### src/rtl/bp_reset_sequencer.sv
// bp_reset_sequencer: staged boot reset release gated on DRAM calibration and per-channel acks.
// Define BP_RESET_SEQ_HEARTBEAT_EN to drive a heartbeat LED on heartbeat_o.
module bp_reset_sequencer #(
  parameter int num_channels_p = 3,
  parameter int hold_cycles_p = 8,
  parameter int stage_delay_p = 16,
  parameter int timeout_p = 2**20,
  parameter logic [num_channels_p-1:0] ack_mask_p = {num_channels_p{1'b1}},
  parameter int led_half_period_p = 2**24
) (
  input  logic clk_i,
  input  logic reset_i,
  input  logic calib_done_i,
  input  logic soft_reset_i,
  input  logic [num_channels_p-1:0] ack_i,
  output logic [num_channels_p-1:0] reset_o,
  output logic busy_o,
  output logic done_o,
  output logic error_o,
  output logic [((num_channels_p > 1) ? $clog2(num_channels_p) : 1)-1:0] stage_o,
  output logic heartbeat_o
);
  localparam int stage_w_lp = (num_channels_p > 1) ? $clog2(num_channels_p) : 1;
  localparam int cnt_max_lp = (hold_cycles_p > stage_delay_p) ? hold_cycles_p : stage_delay_p;
  localparam int cnt_w_lp = $clog2(cnt_max_lp + 1);
  localparam int to_w_lp = $clog2(timeout_p + 1);
  localparam logic [2:0] hold_s = 3'd0;
  localparam logic [2:0] wait_s = 3'd1;
  localparam logic [2:0] rel_s = 3'd2;
  localparam logic [2:0] run_s = 3'd3;
  localparam logic [2:0] err_s = 3'd4;
  if (num_channels_p < 1 || num_channels_p > 16 || hold_cycles_p < 1 || stage_delay_p < 1 ||
      timeout_p < 1 || led_half_period_p < 1) begin : g_bad_params
    $error("bp_reset_sequencer: illegal parameter value");
  end
  logic [2:0] state_q, state_d;
  logic [stage_w_lp-1:0] stage_q, stage_d;
  logic [cnt_w_lp-1:0] cnt_q, cnt_d, cnt_inc;
  logic [to_w_lp-1:0] to_q, to_d, to_inc;
  logic [1:0] sync_q;
  logic [num_channels_p-1:0] rel_mask;
  logic calib, delay_ok, ack_ok, last, to_hit;
  assign calib = sync_q[1];
  assign delay_ok = cnt_q == cnt_w_lp'(stage_delay_p - 1);
  assign ack_ok = !ack_mask_p[stage_q] || ack_i[stage_q];
  assign last = stage_q == stage_w_lp'(num_channels_p - 1);
  assign to_hit = to_q == to_w_lp'(timeout_p - 1);
  assign cnt_inc = (cnt_q == cnt_w_lp'(cnt_max_lp)) ? cnt_q : cnt_q + 1'b1;
  assign to_inc = to_hit ? to_q : to_q + 1'b1;
  // channels above the one being released stay in reset
  assign rel_mask = {num_channels_p{1'b1}} << (stage_d + 32'd1);
  assign stage_o = stage_q;
  always_comb begin
    state_d = state_q;
    stage_d = stage_q;
    cnt_d = cnt_q;
    to_d = to_q;
    case (state_q)
      hold_s: begin
        cnt_d = cnt_inc;
        if (cnt_q == cnt_w_lp'(hold_cycles_p - 1)) begin
          state_d = wait_s;
          cnt_d = '0;
        end
      end
      wait_s: begin
        to_d = to_inc;
        if (calib) begin
          state_d = rel_s;
          stage_d = '0;
          cnt_d = '0;
          to_d = '0;
        end else if (to_hit) begin
          state_d = err_s;
          stage_d = '0;
        end
      end
      rel_s: begin
        cnt_d = delay_ok ? cnt_q : cnt_inc;
        to_d = to_inc;
        if (delay_ok && ack_ok) begin
          state_d = last ? run_s : rel_s;
          stage_d = last ? stage_q : stage_q + 1'b1;
          cnt_d = '0;
          to_d = '0;
        end else if (to_hit) begin
          state_d = err_s;
        end
      end
      run_s: begin
        if (!calib) begin
          state_d = err_s;
          stage_d = '0;
        end
      end
      err_s: state_d = err_s;
      default: state_d = hold_s;
    endcase
    if (soft_reset_i) begin
      state_d = hold_s;
      stage_d = '0;
      cnt_d = '0;
      to_d = '0;
    end
  end
  always_ff @(posedge clk_i) begin
    if (reset_i) begin
      state_q <= hold_s;
      stage_q <= '0;
      cnt_q <= '0;
      to_q <= '0;
      sync_q <= '0;
      reset_o <= '1;
      busy_o <= 1'b1;
      done_o <= 1'b0;
      error_o <= 1'b0;
    end else begin
      state_q <= state_d;
      stage_q <= stage_d;
      cnt_q <= cnt_d;
      to_q <= to_d;
      sync_q <= {sync_q[0], calib_done_i};
      reset_o <= (state_d == rel_s) ? rel_mask : (state_d == run_s) ? '0 : '1;
      busy_o <= state_d == hold_s || state_d == wait_s || state_d == rel_s;
      done_o <= state_d == run_s;
      error_o <= state_d == err_s;
    end
  end
`ifdef BP_RESET_SEQ_HEARTBEAT_EN
  localparam int hb_w_lp = $clog2(led_half_period_p + 1);
  logic [hb_w_lp-1:0] hb_cnt_q, hb_cnt_d;
  logic hb_d, hb_wrap, in_run;
  assign in_run = state_q == run_s && state_d == run_s;
  assign hb_wrap = hb_cnt_q == hb_w_lp'(led_half_period_p - 1);
  assign hb_cnt_d = (in_run && !hb_wrap) ? hb_cnt_q + 1'b1 : '0;
  assign hb_d = (state_d == err_s) ? 1'b1 : in_run ? heartbeat_o ^ hb_wrap : 1'b0;
  always_ff @(posedge clk_i) begin
    if (reset_i) begin
      hb_cnt_q <= '0;
      heartbeat_o <= 1'b0;
    end else begin
      hb_cnt_q <= hb_cnt_d;
      heartbeat_o <= hb_d;
    end
  end
`else
  assign heartbeat_o = 1'b0;
`endif
endmodule
### config.mk
export PLATFORM = sky130hd
export DESIGN_NAME = bp_reset_sequencer
export DESIGN_NICKNAME = d
export VERILOG_FILES = /design/src/rtl/bp_reset_sequencer.sv
export SDC_FILE = /design/constraint.sdc
export NUM_CORES = 1
export LEC_CHECK = 0
export CAP_MARGIN = 20
export CORE_AREA = 3 3 91 93
export DETAILED_ROUTE_END_ITERATION = 6
export DIE_AREA = 0 0 94 96
export PLACE_DENSITY = 0.49
export SYNTH_ARGS = -nofsm -noshare
export SYNTH_HDL_FRONTEND = slang
export SYNTH_SLANG_ARGS = --single-unit
### constraint.sdc
create_clock -name clk_i -period 3.8 [get_ports clk_i]
set_input_delay 0.57 -clock clk_i [delete_from_list [all_inputs] [get_ports clk_i]]
set_output_delay 0.57 -clock clk_i [all_outputs]
set_load 0.01 [all_outputs]
# After elaboration in Yosys (flattened, before gate mapping)
# Cells that the tools add are included.
# op_classes
add_sub_neg,4
multipliers,0
div_mod_pow,0
order_cmp,1
eq_ne,15
n_shift,1
mux,31
bitwise_logic,0
n_reduce_logical,11
# op_table
op,n
2-to-1 mux 21 bit,3
one-hot mux 21 bit (2 select lines),1
2-to-1 mux 5 bit,5
2-to-1 mux 3 bit,8
"adder 21 x 1 -> 21 bit, second input constant",1
"== test 21 x 20 -> 1 bit, second input constant",1
one-hot mux 3 bit (5 select lines),1
one-hot mux 5 bit (3 select lines),1
"== test 3 x 2 -> 1 bit, second input constant",4
2-to-1 mux 2 bit,6
"== test 3 x 1 -> 1 bit, second input constant",2
"== test 3 bit, second input constant",2
zero test 3 bit,2
one-hot mux 2 bit (3 select lines),1
"adder 5 x 1 -> 5 bit, second input constant",1
"== test 5 x 3 -> 1 bit, second input constant",1
"== test 5 x 4 -> 1 bit, second input constant",1
"== test 5 bit, second input constant",1
binary-select mux 1 bit (select 2 bit),2
"adder 2 x 1 -> 3 bit, second input constant",1
logical OR 1 bit,3
"less-than comparator 2 x 3 -> 1 bit, second input constant",1
2-to-1 mux 1 bit,3
"inequality test 3 bit, second input constant",1
10 further kinds,10
# totals
ff_bits,39
latchBits,0
ramBits,0
mem_bits_ro,0
inputBits,7
output_inout_bits,9
word_cells,72
n_memories,0

# Depth between registers and ports, before layout
# depth
word_depth,11
depth_mapped,9
mapped_depth_nobuf,8

# Worst setup path after synthesis
# No wires, ideal clock.
# synth_path
path_kind,reg2reg
start,reg stage_q[1] (netlist: stage_o[1])
end,reg state_q[0]
setup_ns,0.116
t_arrival_ns,1.932
t_required_ns,3.684
path_slack_ns,1.752
path_stages_with_launch,7
n_path_buf,0
synth_period_minus_slack_ns,2.048
path_cell_list,dfxtp_1 > ha_1 > or2_2 > o221a_4 > and3_4 > a221o_1 > and3_2
# synth_between
elab_chain_len,8
word_cells_on_any_way,12
classes_between,eq/ne: 1; mux: 8; reduce/logical: 3
# synth_lines
item,line,text
start: declaration,37,"logic [stage_w_lp-1:0] stage_q, stage_d;"
start signal: assignment,119,stage_q <= stage_d;
binary-select mux 1 bit (select 2 bit),45,assign ack_ok = !ack_mask_p[stage_q] || ack_i[stage_q];
2-to-1 mux 1 bit (implied by the code),45,
zero test 1 bit,45,
logical OR 1 bit,45,
logical AND 1 bit,81,if (delay_ok && ack_ok) begin
2-to-1 mux 3 bit *,81,
one-hot mux 3 bit (5 select lines) *,58,case (state_q)
2-to-1 mux 3 bit *,99,if (soft_reset_i) begin
end signal: assignment,108,state_q <= hold_s;
end signal: assignment,118,state_q <= state_d;
end: declaration,36,"logic [2:0] state_q, state_d;"
# Every way passes the cells marked *; elsewhere a longest branch is shown, timed or not. The select of a mux whose other input is x is not followed.
# A chain may end at the register's enable or synchronous reset.

# Worst setup path in the final report
# layout_path
start,in reset_i
end,reg to_q[20]
# layout_between
elab_chain_len,1
# layout_lines
item,line,text
start: declaration,12,"input logic reset_i,"
OR reduction 2 bit (no source line),--,
end signal: assignment,121,to_q <= to_d;
end: declaration,39,"logic [to_w_lp-1:0] to_q, to_d, to_inc;"
# No other way between the ends.

==> impl_summary.md <==
Outcome
The run finished with clean final reports.

Final layout
The count of nets after finishing is roughly 280. The final non-filler cell area is between 2000 and 2500 um^2. The area of combinational cells with multiple inputs is about 1300 um^2.

Registers take a little under 800 um^2. In the layout the commonest cells are 39 x sky130_fd_sc_hd__dfxtp_1, 23 x sky130_fd_sc_hd__nand2_1, 22 x sky130_fd_sc_hd__nor2_1. From synthesis to final layout, the design area changed by 14.0%. In the final layout, the share of cells above drive strength 1 is approximately 8.3%.

Counting the fill cells in the layout gives about 800. The most common cell after layout, fill and taps aside is sky130_fd_sc_hd__dfxtp_1. The repair_antennas step left the layout with diodes totalling 0.

Yosys
The mean area per synthesized cell is 8.51 um^2. The most used flip-flop cell after synthesis is sky130_fd_sc_hd__dfxtp_1. The post-synthesis share of cell area spent on and, or, nand and nor gates is a little over a quarter. Yosys mapped a number of flops with a built-in enable equal to 0. Of the synthesized area, sequential elements account for 36.0%. Counting distinct cell types in the post-synthesis netlist gives 56. Summing every instance area after synthesis gives ~2200 um^2.

Counting every instance in the synthesized netlist gives roughly 260. The main combinational cell family by area after synthesis is simple AND/OR/NAND/NOR gates. Counting flops with an async set or reset pin after synthesis yields a share of 0%. The portion of netlist area occupied by mux cells is under 10%. The post-synthesis net count is roughly 270. The synthesized netlist devotes between 15 and 20% of its cell area to compound gates.

The flip-flop and latch count after synthesis is 39. The adder-cell share of the synthesized area is 4.03%. Yosys printed 0 warnings. The xor and xnor area share after synthesis is approximately 6.9%.

Route
Using the TritonRoute via totals, the vias-per-cell ratio works out to about 4.8. The detailed router's first-iteration violation count is 76. After detailed routing, the total wire length is around 4.4 mm. The remaining antenna violation count is 0. The detailed router placed roughly 1.8k vias in this run. The DRC violation count after routing is 0. Dividing the detail-routed wire length by the instance count gives ~12 um.

The number of detailed-route iterations in the first pass is 4.

STA
Static timing analysis puts the maximum clock frequency at around 0.42 GHz. The final number of hold-violating endpoints is 0. The final-report max-slew violation count is 0. At the pin with the least slew margin, the transition time is 0.879 ns. For the finished layout, the period the worst path requires is around 2.4 ns. Hold is met by 0.461 ns.

Across the routed clock network, the largest skew measured is 0.00876 ns. Setup violations remaining at the end of the flow were counted as 0. After layout, the worst path uses a little over three fifths of the clock period. The setup TNS is 0 ns. In this run the tightest slew margin relative to its limit is a little over 40%. Setup repair after global routing left no endpoint under its margin.

Die
The floorplan has 32 rows. The placeable core area is between 7000 and 8000 um^2. The floorplan step set the die height to 96 um. In this run the count of I/O pins placed on the die edge is 16. The die boundary width is about 94 um. The die covers between 9000 and 10000 um^2. The initial utilization of the core area, before any placement, comes to 28.5%.

Setup path
The largest single stage delay on the critical path is 0.69 ns. The critical path in this run is classified as in -> reg. Broken down by cell family, the worst path's largest delay share belongs to compound AO/OA/AOI/OAI gates. The library cell contributing the largest single delay on the critical path is sky130_fd_sc_hd__a31oi_1. The startpoint type of the worst setup path is an input pin.

The data arrival time of the critical path is 2.63 ns. The highest fanout seen on the critical path is 11. Counting both buffers and inverters, the worst setup path holds a total of 1. Traced cell by cell, the critical path runs through clkdlybuf4s50_1 -> nor2_1 -> o21ai_0 -> a31oi_1 -> o311a_1.

The worst endpoint required time is about 4 ns. The nature of the critical path endpoint is a register.

Clock network
Gates resized during post-CTS repair numbered 0. The H-tree depth is 2. The number of hold-repair buffers added at the cts stage is 0.

The clock sink total is 39. The maximum buffer depth of the clock tree is 2. Clock-pin slew was measured on the worst setup and hold paths at around 0.08 ns. TritonCTS built the clock tree.

The number of clock buffers added by TritonCTS is 5. The cell sitting at the root of the clock tree is a sky130_fd_sc_hd__clkbuf_8. In this run the post-CTS setup repair buffer count came out at 0.

The clock network latency to the later pin of the worst-skew pair is about 0.29 ns.

Global route
The number of antenna violations at the first check in global routing was 0. The global-route wire length before repair is between 7 and 8 mm. Entering global routing, the biggest net connects 22 pins. The via count of the first global-routing pass was between 1.5k and 2k. The aggregate global routing overflow is 0.

The global-route usage over all layers is between 10% and 20%.

Hold path
The tightest min-delay check is of the reg -> reg type.

Placed design
The total of buffers placed on input and output ports is 14. The placed instances occupy a cell area of around 2400 um^2. The final HPWL from detailed placement is 3.13 mm. The last weighted congestion value of the routability-driven placer is approximately 0.73.

Job
Across the run, the number of max-cap violations was 0.

Pwr
VDD sags by at most 0.0000976 V. The leakage power total is 0.801 nW. The power per unit of standard cell area is between 300 and 400 nW/um^2.
cells in the mapped netlist, types with 3 or more instances:
master                      n  area [um^2]
sky130_fd_sc_hd__dfxtp_1   39          781
sky130_fd_sc_hd__nand2_1   23         86.3
sky130_fd_sc_hd__nor2_1    22         82.6
sky130_fd_sc_hd__nand3_1   21          105
sky130_fd_sc_hd__xnor2_1   15          131
sky130_fd_sc_hd__inv_1     11         41.3
sky130_fd_sc_hd__a21oi_1   10         50.1
sky130_fd_sc_hd__a211oi_1   9         67.6
sky130_fd_sc_hd__nand2b_1   8         50.1
sky130_fd_sc_hd__ha_1       7         87.6
sky130_fd_sc_hd__a31oi_1    6         37.5
sky130_fd_sc_hd__buf_2      6         30.0
sky130_fd_sc_hd__mux2i_1    6         60.1
sky130_fd_sc_hd__clkbuf_1   5         18.8
sky130_fd_sc_hd__nand4_1    5         31.3
sky130_fd_sc_hd__and3_1     4         25.0
sky130_fd_sc_hd__o21ai_0    4         20.0
sky130_fd_sc_hd__buf_4      3         22.5
sky130_fd_sc_hd__nor2b_1    3         18.8
sky130_fd_sc_hd__or2_2      3         18.8
final cells by class:
type / count / area share, %
multi-input cells: 191 / 51.6
flip-flops and latches: 39 / 31.5
repair buffers: 15 / 5.97
well taps: 102 / 5.16
clock buffers: 8 / 4.04
inverters: 11 / 1.67
cells by family (layout without fill, tap and decap cells):
| kind of cell | Yosys count | in the layout |
|---|---|---|
| AO/OA/AOI/OAI | 50 | 50 |
| XOR/XNOR | 17 | 17 |
| adder cells (fa/ha/maj) | 7 | 7 |
| buffers and inverters | 25 | 34 |
| flip-flops | 39 | 39 |
| multiplexers | 7 | 7 |
| other | 1 | 1 |
| AND/OR/NAND/NOR | 109 | 109 |
where the power goes:
| part | internal, W | total [W] | switching (W) |
|---|---|---|---|
| clock network | 0.000166 | 0.000306 | 0.000141 |
| logic | 0.0000115 | 0.0000242 | 0.0000127 |
| registers | 0.000410 | 0.000413 | 0.00000231 |
layer usage:
layer	part of all wire, %	wire [um]	GRT usage, %
met3	3.1	135	2.58
met1	54	2340	14.7
met5	0	0	0
met4	0.98	43	3.13
met2	42	1860	15.6
through the flow:
stage	worst slack, ns	power [W]	utilization, %	cells
2_1_floorplan	1.75	0.000438	-	255
3_3_place_gp	1.18	0.000446	31.2	358
3_5_place_dp	1.09	0.000447	31.2	358
4_1_cts	1.41	0.000755	32.5	366
5_1_grt	1.13	0.000775	32.5	366
6_report	1.40	0.000743	32.5	366
flip-flops by register name (all words and copies together) (netlist names):
signal,count
stage_o,2
sync_q,2
state_q,3
reset_o,3
done_o,1
busy_o,1
cnt_q,5
to_q,21
error_o,1
final timing paths:
kind	startpoint	end	slack, ns	cells past startpoint
max	reset_i	to_q[20]	1.40	5
min	sync_q[0]	sync_q[1]	0.46	1
max reg2reg	to_q[9]	reset_o[1]	1.46	5
min reg2reg	sync_q[0]	sync_q[1]	0.46	1
No activity file was read; power rests on OpenSTA's default activity.
